File: src/rtl/cache_fill_arb_pkg.sv
// -----------------------------------------------------------------------------
// cache_pkg
// Shared types for the cache line-fill arbiter.
//   fill_state_t : fill sequencer states (IDLE, BURST, GAP)
//   fill_owner_t : which requester currently owns the slave read port
//   line_words() : words per line for a given log2 line size
// Optional build macro used by cache_fill_arb: CACHE_FILL_ARB_PREEMPT_EN
// -----------------------------------------------------------------------------
package cache_pkg;

    typedef enum logic [1:0] {
        IDLE  = 2'd0,
        BURST = 2'd1,
        GAP   = 2'd2
    } fill_state_t;

    typedef enum logic {
        OWN_DEM = 1'b0,
        OWN_PF  = 1'b1
    } fill_owner_t;

    localparam int DEFAULT_NUM_WORD = 5;

    // Number of 32-bit words in a line of 2**num_word words.
    function automatic int line_words(input int num_word);
        return 1 << num_word;
    endfunction

    localparam int LINE_WORDS = line_words(DEFAULT_NUM_WORD);

endpackage

File: src/rtl/cache_fill_arb_addr_gen.sv
// -----------------------------------------------------------------------------
// cache_fill_addr_gen
// Burst address generator for critical-word-first line fills. Holds the
// captured base word address and a word counter; produces the wrapped slave
// address and flags the final word of the line.
// Ports:
//   clk, srst   : clock, synchronous active-high reset
//   load        : capture load_addr as new base, clear the counter
//   load_addr   : critical word address of the new burst
//   advance     : one word of the burst completed
//   active      : burst in progress; address output is zero otherwise
//   slave_addr  : {base upper field, (base low field + count) wrapped}
//   last_word   : current count addresses the final word of the line
// -----------------------------------------------------------------------------
module cache_fill_addr_gen
    import cache_pkg::*;
#(
    parameter int NUM_WORD = 5,
    parameter int ADDR_W   = 30
) (
    input  logic              clk,
    input  logic              srst,
    input  logic              load,
    input  logic [ADDR_W-1:0] load_addr,
    input  logic              advance,
    input  logic              active,
    output logic [ADDR_W-1:0] slave_addr,
    output logic              last_word
);

    // Counter is one bit wider than the word index so the compare below is
    // against the full count, not just the wrapped index.
    localparam logic [NUM_WORD:0] LAST_CNT = (NUM_WORD + 1)'(line_words(NUM_WORD) - 1);

    logic [ADDR_W-1:0]   base_reg;
    logic [NUM_WORD:0]   cnt_reg;
    logic [NUM_WORD-1:0] low_sum;
    logic [ADDR_W-1:0]   addr_raw;

    always_ff @(posedge clk) begin
        if (srst) begin
            base_reg <= '0;
            cnt_reg  <= '0;
        end else if (load) begin
            base_reg <= load_addr;
            cnt_reg  <= '0;
        end else if (advance) begin
            cnt_reg  <= cnt_reg + 1'b1;
        end
    end

    // Truncation to NUM_WORD bits gives the wrap within the line for free.
    assign low_sum = base_reg[NUM_WORD-1:0] + cnt_reg[NUM_WORD-1:0];

    // Low field wraps, upper field passes straight through from the base.
    for (genvar gi = 0; gi < ADDR_W; gi++) begin : g_addr_bit
        if (gi < NUM_WORD) begin : g_low
            assign addr_raw[gi] = low_sum[gi];
        end else begin : g_high
            assign addr_raw[gi] = base_reg[gi];
        end
    end

    assign slave_addr = active ? addr_raw : '0;
    assign last_word  = (cnt_reg == LAST_CNT);

endmodule

File: src/rtl/cache_fill_arb.sv
// -----------------------------------------------------------------------------
// cache_fill_arb
// Shares the single cache-to-SPIFI slave read port between demand refills
// (port D) and the sequential prefetcher (port P). Each grant becomes a
// full-line, critical-word-first burst that wraps within the line, followed
// by one idle GAP cycle. Demand wins simultaneous requests.
// Ports:
//   i_hclk, i_hreset           : clock, synchronous active-high reset
//   i_dem_req/i_dem_addr       : demand request (level) and critical word
//   o_dem_ack/valid/last       : demand accept pulse, data strobe, final word
//   i_pf_req/i_pf_addr         : prefetch request (level) and start word
//   o_pf_ack/valid/last        : prefetch accept pulse, data strobe, final word
//   o_pf_abort                 : prefetch burst abandoned (preempt build only)
//   o_rdata                    : registered returned word, shared by D and P
//   o_slave_sel/o_slave_addr   : slave read request and word address
//   i_slave_rdata/i_slave_ready: slave data and word-complete strobe
//   o_busy, o_owner            : not idle; current owner (0 = D, 1 = P)
// Build option: define CACHE_FILL_ARB_PREEMPT_EN to let a demand abort an
// in-progress prefetch burst; otherwise o_pf_abort is tied low.
// -----------------------------------------------------------------------------
module cache_fill_arb
    import cache_pkg::*;
#(
    parameter int NUM_WORD = 5,
    parameter int ADDR_W   = 30
) (
    input  logic              i_hclk,
    input  logic              i_hreset,
    input  logic              i_dem_req,
    input  logic [ADDR_W-1:0] i_dem_addr,
    output logic              o_dem_ack,
    output logic              o_dem_valid,
    output logic              o_dem_last,
    input  logic              i_pf_req,
    input  logic [ADDR_W-1:0] i_pf_addr,
    output logic              o_pf_ack,
    output logic              o_pf_valid,
    output logic              o_pf_last,
    output logic              o_pf_abort,
    output logic [31:0]       o_rdata,
    output logic              o_slave_sel,
    output logic [ADDR_W-1:0] o_slave_addr,
    input  logic [31:0]       i_slave_rdata,
    input  logic              i_slave_ready,
    output logic              o_busy,
    output logic              o_owner
);

    fill_state_t       state_reg, state_next;
    fill_owner_t       owner_reg, owner_next;
    logic              dem_ack_reg, pf_ack_reg;
    logic              dem_valid_reg, dem_last_reg;
    logic              pf_valid_reg, pf_last_reg;
    logic [31:0]       rdata_reg;

    logic              in_burst;
    logic              word_done;
    logic              last_word;
    logic              grant_dem, grant_pf;
    logic              preempt;
    logic [ADDR_W-1:0] load_addr;

    assign in_burst  = (state_reg == BURST);
    // Ready outside a burst is ignored.
    assign word_done = in_burst && i_slave_ready;
    assign grant_dem = (state_reg == IDLE) && i_dem_req;
    assign grant_pf  = (state_reg == IDLE) && !i_dem_req && i_pf_req;
    assign load_addr = grant_dem ? i_dem_addr : i_pf_addr;

`ifdef CACHE_FILL_ARB_PREEMPT_EN
    // A completing word is always delivered; the abort waits for a cycle
    // with no completion.
    assign preempt = in_burst && (owner_reg == OWN_PF) && i_dem_req && !word_done;
`else
    assign preempt = 1'b0;
`endif

    always_comb begin
        state_next = state_reg;
        owner_next = owner_reg;
        case (state_reg)
            IDLE: begin
                if (grant_dem) begin
                    state_next = BURST;
                    owner_next = OWN_DEM;
                end else if (grant_pf) begin
                    state_next = BURST;
                    owner_next = OWN_PF;
                end
            end
            BURST: begin
                if ((word_done && last_word) || preempt) begin
                    state_next = GAP;
                end
            end
            GAP:     state_next = IDLE;
            default: state_next = IDLE;
        endcase
    end

    always_ff @(posedge i_hclk) begin
        if (i_hreset) begin
            state_reg     <= IDLE;
            owner_reg     <= OWN_DEM;
            dem_ack_reg   <= 1'b0;
            pf_ack_reg    <= 1'b0;
            dem_valid_reg <= 1'b0;
            dem_last_reg  <= 1'b0;
            pf_valid_reg  <= 1'b0;
            pf_last_reg   <= 1'b0;
            rdata_reg     <= '0;
        end else begin
            state_reg     <= state_next;
            owner_reg     <= owner_next;
            dem_ack_reg   <= grant_dem;
            pf_ack_reg    <= grant_pf;
            dem_valid_reg <= word_done && (owner_reg == OWN_DEM);
            dem_last_reg  <= word_done && last_word && (owner_reg == OWN_DEM);
            pf_valid_reg  <= word_done && (owner_reg == OWN_PF);
            pf_last_reg   <= word_done && last_word && (owner_reg == OWN_PF);
            if (word_done) begin
                rdata_reg <= i_slave_rdata;
            end
        end
    end

`ifdef CACHE_FILL_ARB_PREEMPT_EN
    logic pf_abort_reg;

    always_ff @(posedge i_hclk) begin
        if (i_hreset) begin
            pf_abort_reg <= 1'b0;
        end else begin
            pf_abort_reg <= preempt;
        end
    end

    assign o_pf_abort = pf_abort_reg;
`else
    assign o_pf_abort = 1'b0;
`endif

    cache_fill_addr_gen #(
        .NUM_WORD (NUM_WORD),
        .ADDR_W   (ADDR_W)
    ) u_addr_gen (
        .clk        (i_hclk),
        .srst       (i_hreset),
        .load       (grant_dem || grant_pf),
        .load_addr  (load_addr),
        .advance    (word_done),
        .active     (in_burst),
        .slave_addr (o_slave_addr),
        .last_word  (last_word)
    );

    assign o_dem_ack   = dem_ack_reg;
    assign o_dem_valid = dem_valid_reg;
    assign o_dem_last  = dem_last_reg;
    assign o_pf_ack    = pf_ack_reg;
    assign o_pf_valid  = pf_valid_reg;
    assign o_pf_last   = pf_last_reg;
    assign o_rdata     = rdata_reg;
    assign o_slave_sel = in_burst;
    assign o_busy      = (state_reg != IDLE);
    assign o_owner     = owner_reg;

endmodule

File: config.mk
export PLATFORM = sky130hd
export DESIGN_NAME = cache_fill_arb
export DESIGN_NICKNAME = d
export VERILOG_FILES = /design/src/rtl/cache_fill_arb_pkg.sv /design/src/rtl/cache_fill_arb_addr_gen.sv /design/src/rtl/cache_fill_arb.sv
export SDC_FILE = /design/constraint.sdc
export NUM_CORES = 1
export LEC_CHECK = 0
export CAP_MARGIN = 40
export CORE_ASPECT_RATIO = 0.6
export CORE_MARGIN = 2
export CORE_UTILIZATION = 32
export DETAILED_ROUTE_END_ITERATION = 8
export GPL_TIMING_DRIVEN = 0
export PLACE_DENSITY_LB_ADDON = 0.05
export SLEW_MARGIN = 30
export SYNTH_ARGS = -nofsm -noshare
export SYNTH_HDL_FRONTEND = slang
export SYNTH_SLANG_ARGS = --single-unit
File: constraint.sdc
create_clock -name i_hclk -period 1.88 [get_ports i_hclk]
set_input_delay 0.282 -clock i_hclk [delete_from_list [all_inputs] [get_ports i_hclk]]
set_output_delay 0.282 -clock i_hclk [all_outputs]
set_load 0.02 [all_outputs]
* Yosys cells after proc, flatten, opt, wreduce, memory -nomap -nowiden
Cells that the tools add are included.
** Cells by class
- Bitwise logic cells :: 1
- Shifts and indexed selects :: 0
- Add/subtract/negate cells :: 2
- Equal/unequal tests :: 4
- Divide/modulo/power cells :: 0
- Muxes and demuxes :: 8
- Order comparisons :: 0
- Multiply operators :: 0
- Reduce and logical (&&, ||, !) cells :: 17
** Operator list (count)
- $mux W30 :: 2
- $logic_and A1 B1 Y1 :: 9
- $add A6 B1 Y6 const B :: 1
- $eq A6 B5 Y1 const B :: 1
- $mux W2 :: 3
- $add A5 B5 Y5 :: 1
- $pmux W2 S2 :: 1
- $reduce_and A2 Y1 :: 2
- $reduce_bool A2 Y1 :: 2
- $ne A3 B3 Y1 const B :: 1
- $eq A2 B1 Y1 const B :: 1
- $logic_not A2 Y1 :: 1
- $mux W1 :: 2
- $ne A2 B1 Y1 const B :: 1
- $reduce_or A2 Y1 :: 1
- $logic_not A1 Y1 :: 1
- $logic_or A1 B1 Y1 :: 1
- $not A1 Y1 :: 1
** Storage, ports and cells
- Memory bits (read-only) :: 0
- Memory bits (writable) :: 0
- Word-level logic and storage cells :: 43
- Memories :: 0
- Input bits :: 97
- Flip-flop bits (word level) :: 77
- Bits in latches :: 0

* Longest topological paths before layout
- Depth in word-level cells :: 6
- Mapped depth :: 5
- Mapped depth without buffers :: 5

* Modules after synthesis
Synthesis repeated with hierarchy kept, for this count alone.
** Unflattened totals
- Cells, all modules :: 380
- Area, all modules :: 3819.9 um^2
** Modules (own cells, without submodules)
- cache_fill_arb :: instances 1, area each 2167.1 um^2, cells an instance 205, sequential area each 820.8 um^2
- cache_fill_addr_gen :: instances 1, area each 1652.8 um^2, cells an instance 175, sequential area each 720.7 um^2

* Worst setup path after synthesis
OpenSTA, ideal clock, no wires.
- Kind :: register to output
- From :: reg u_addr_gen.cnt_reg[0]
- To :: out o_slave_addr[4]
- Path slack :: 103 ps
- Data required time :: 1598 ps
- Buffers on the path :: 0
- Data arrival time :: 1495 ps
- Cell stages (with the launch flop) :: 6
- Path through :: dfxtp_1 -> ha_1 -> fa_1 -> nand3_1 -> nand3_1 -> a21oi_1
** Between the ends
- Cells in the longest elaborated chain, start to end :: 2
** RTL lines
- from (decl) :: RTL line cache_fill_arb_addr_gen.sv:36 : logic [NUM_WORD:0] cnt_reg;
- from (signal assigned) :: RTL line cache_fill_arb_addr_gen.sv:48 : cnt_reg <= cnt_reg + 1'b1;
- $add A5 B5 Y5 :: RTL line cache_fill_arb_addr_gen.sv:53 : assign low_sum = base_reg[NUM_WORD-1:0] + cnt_reg[NUM_WORD-1:0];
- $mux W30 :: RTL line cache_fill_arb_addr_gen.sv:64 : assign slave_addr = active ? addr_raw : '0;
- to (decl) :: RTL line cache_fill_arb.sv:42 : output logic [ADDR_W-1:0] o_slave_addr,
No other way between the ends.

* Worst setup path after layout
Ends and elaborated chain as after synthesis.

==> flow_summary.json <==
{
  "status": "complete, but fails checks",
  "violations": "setup timing",
  "hold_violations": 0,
  "synth-edff-count": 0,
  "antenna_found_initial": 0,
  "nets": 632,
  "drive_gt1_frac": 0.150,
  "layout_commonest_cell": "clkdlybuf4s50_1",
  "synth_cell_types": 39,
  "clock_latency_ps": 330,
  "cp.arrival_ps": 1670,
  "overflow": 0,
  "vias_per_cell": 4.58,
  "drv_cap": 0,
  "ys_ff_latch": 77,
  "drt-pass1-iter-count": 4,
  "postSynthCellCount": 349,
  "layout_setup_ws_ps": -72.7,
  "syn_area_um2": 3180,
  "nFillCells": 892,
  "finalSetupViolations": 3,
  "crit_type": "register to output pin",
  "fin_crit_sh": 1.04,
  "hold_class": "register to register",
  "grt_pass1_vias": 2904,
  "core-area_um2": 9770,
  "combPwrFrac": 0.158,
  "htree_levels": 3,
  "wire_per_inst_um": 14.2,
  "drc": 0,
  "row_count": 28,
  "rsz0062_at_grt": "true",
  "gp_congestion": 0.751,
  "crit_required_ps": 1600,
  "dp_hpwl_mm": 7.00,
  "power.internal_mw": 3.33,
  "synth_top_family_by_area": "simple AND/OR/NAND/NOR gates",
  "p_per_area_nw_per_um2": 809,
  "cts_tree": "yes",
  "grt_use_total": 0.179,
  "synth_mux_area_frac": 0,
  "fmax_mhz": 512,
  "numCtsBuffers": 9,
  "synth_ff_type": "dfxtp_1",
  "p_clk_frac": 0.437,
  "critPathMaxStageDelay_ps": 360,
  "dieArea_um2": 10800,
  "clkTransAtPathRegs_ps": 60,
  "synth_xor_area_frac": 0.0110,
  "syn_area_per_cell_um2": 9.12,
  "synth-simple-area-share": 0.255,
  "skew_ps": 5.23,
  "slowest_stage": "fa_2",
  "initial_core_util": 0.326,
  "ir_drop_mv": 0.544,
  "p_seq_frac": 0.405,
  "drv_slew": 0,
  "io_pins": 169,
  "path_cells": "ha_4, fa_2, nand3_2, nand3_2, a21oi_2, buf_6",
  "hold_buffers": 0,
  "switching_share": 0.233,
  "synthAdderAreaFrac": 0.0259,
  "dieHeight_um": 81.3,
  "final_core_util": 0.549,
  "synthArstFlopShare": 0,
  "fin_crit_ps": 1950,
  "power.switching_mw": 1.01,
  "ant_nets": 0,
  "cts.sinks": 77,
  "r2r_slack_ps": 340,
  "synth_nets": 452,
  "grt_max_degree": 13,
  "cts_buffer_depth": 2,
  "worstPathMaxFanout": 2,
  "clockRootBuffer": "clkbuf_16",
  "most-common-layout-cells": "clkdlybuf4s50_1, nand2_1, dfxtp_1",
  "synth.yosys.seq_area_share": 0.484,
  "end_kind": "output pin",
  "synth_compound_area_frac": 0.178,
  "port_buffers": 167,
  "fp.dieW_um": 133,
  "drt_iter0_markers": 122,
  "area_growth_pct": 68.7,
  "cp_common_cell": "nand3_2",
  "grt_pass1_wl_mm": 15.0,
  "p_leak_nw": 2.12,
  "total_power_mw": 4.35,
  "start_kind": "register",
  "ys_warn_count": 0,
  "vias": 3060,
  "wirelength_mm": 9.47,
  "diodes": 0,
  "largest_reg_flops": 32
}
## power groups by stage
stage	Sequential, mW	Combinational, mW	Clock (mW)
final	1.76	0.685	1.90
after global routing	1.77	0.746	2.00
after CTS	1.76	0.690	1.95
after detailed placement	1.80	0.690	0
after global placement	1.80	0.685	0
after floorplan	1.84	0.256	0
## per-layer routing
| metal | up-vias | share of wire | GRT usage |
|---|---|---|---|
| met2 | 105 | 0.41 | 0.253 |
| li1 | 1570 | - | - |
| met3 | 9 | 0.073 | 0.0680 |
| met5 | - | 0 | 0 |
| met1 | 1376 | 0.50 | 0.248 |
| met4 | 0 | 0.014 | 0.0645 |
## area by class of cell
type | count | area [um2] | share of cell area
plain buffers | 25 | 155 | 0.0289
clock inverters | 3 | 68.8 | 0.0128
clock buffers | 12 | 256 | 0.0478
flip-flops and latches | 77 | 1560 | 0.291
multi-input cells | 245 | 1560 | 0.290
inverters | 2 | 7.51 | 0.00140
well taps | 135 | 169 | 0.0315
repair buffers | 169 | 1590 | 0.297
## metrics by stage
step                setup WS (ps)  hold WS (ps)  cell area, um2  instances  TNS, ps
CTS                          -120           454            5370        667     -230
global route                 -160           470            5370        668     -279
global placement             -487           442            5020        651   -14040
detailed placement           -508           446            5020        651   -15000
finish                      -72.7           452            5370        668    -95.9
floorplan                     103           366            3180        349        0
## synthesized netlist by cell type (3+ instances only)
master | instances | share of area
a21oi_1 | 40 | 0.063
a221o_1 | 30 | 0.094
and2_1 | 57 | 0.11
buf_2 | 12 | 0.019
buf_6 | 3 | 0.011
clkbuf_1 | 9 | 0.011
dfxtp_1 | 77 | 0.48
ha_1 | 5 | 0.020
nand2_1 | 70 | 0.083
nand3_1 | 5 | 0.0079
nor2_1 | 4 | 0.0047
nor3_1 | 4 | 0.0063
## critical path, delay by kind of cell, from the launching register on
| family | cells | cell delay (ps) |
|---|---|---|
| fa+ha+maj | 2 | 510 |
| flops | 1 | 350 |
| simple gates | 2 | 160 |
| buf+inv | 1 | 140 |
| compound gates | 1 | 180 |
## worst paths after layout
path,depth (start not counted),start,endpoint
max,6,u_addr_gen.cnt_reg[0],o_slave_addr[4]
min,2,o_rdata[26],o_rdata[26]
min reg2reg,2,o_rdata[26],o_rdata[26]
max reg2reg,4,state_reg[1],u_addr_gen.base_reg[22]
## timing repair
item                       4_1_cts  5_1_grt
setup buffers                    1        1
pin swaps                        4        6
gates resized for setup        111       23
gates cloned                     0        0
setup endpoints to repair       32       17
## cells by family after synthesis
family / Yosys count
XOR/XNOR: 4
AND/OR/NAND/NOR: 155
buffers and inverters: 27
flip-flops: 77
adder cells (fa/ha/maj): 6
other: 1
AO/OA/AOI/OAI: 79
Note: power is estimated with default switching activity, not from simulation.
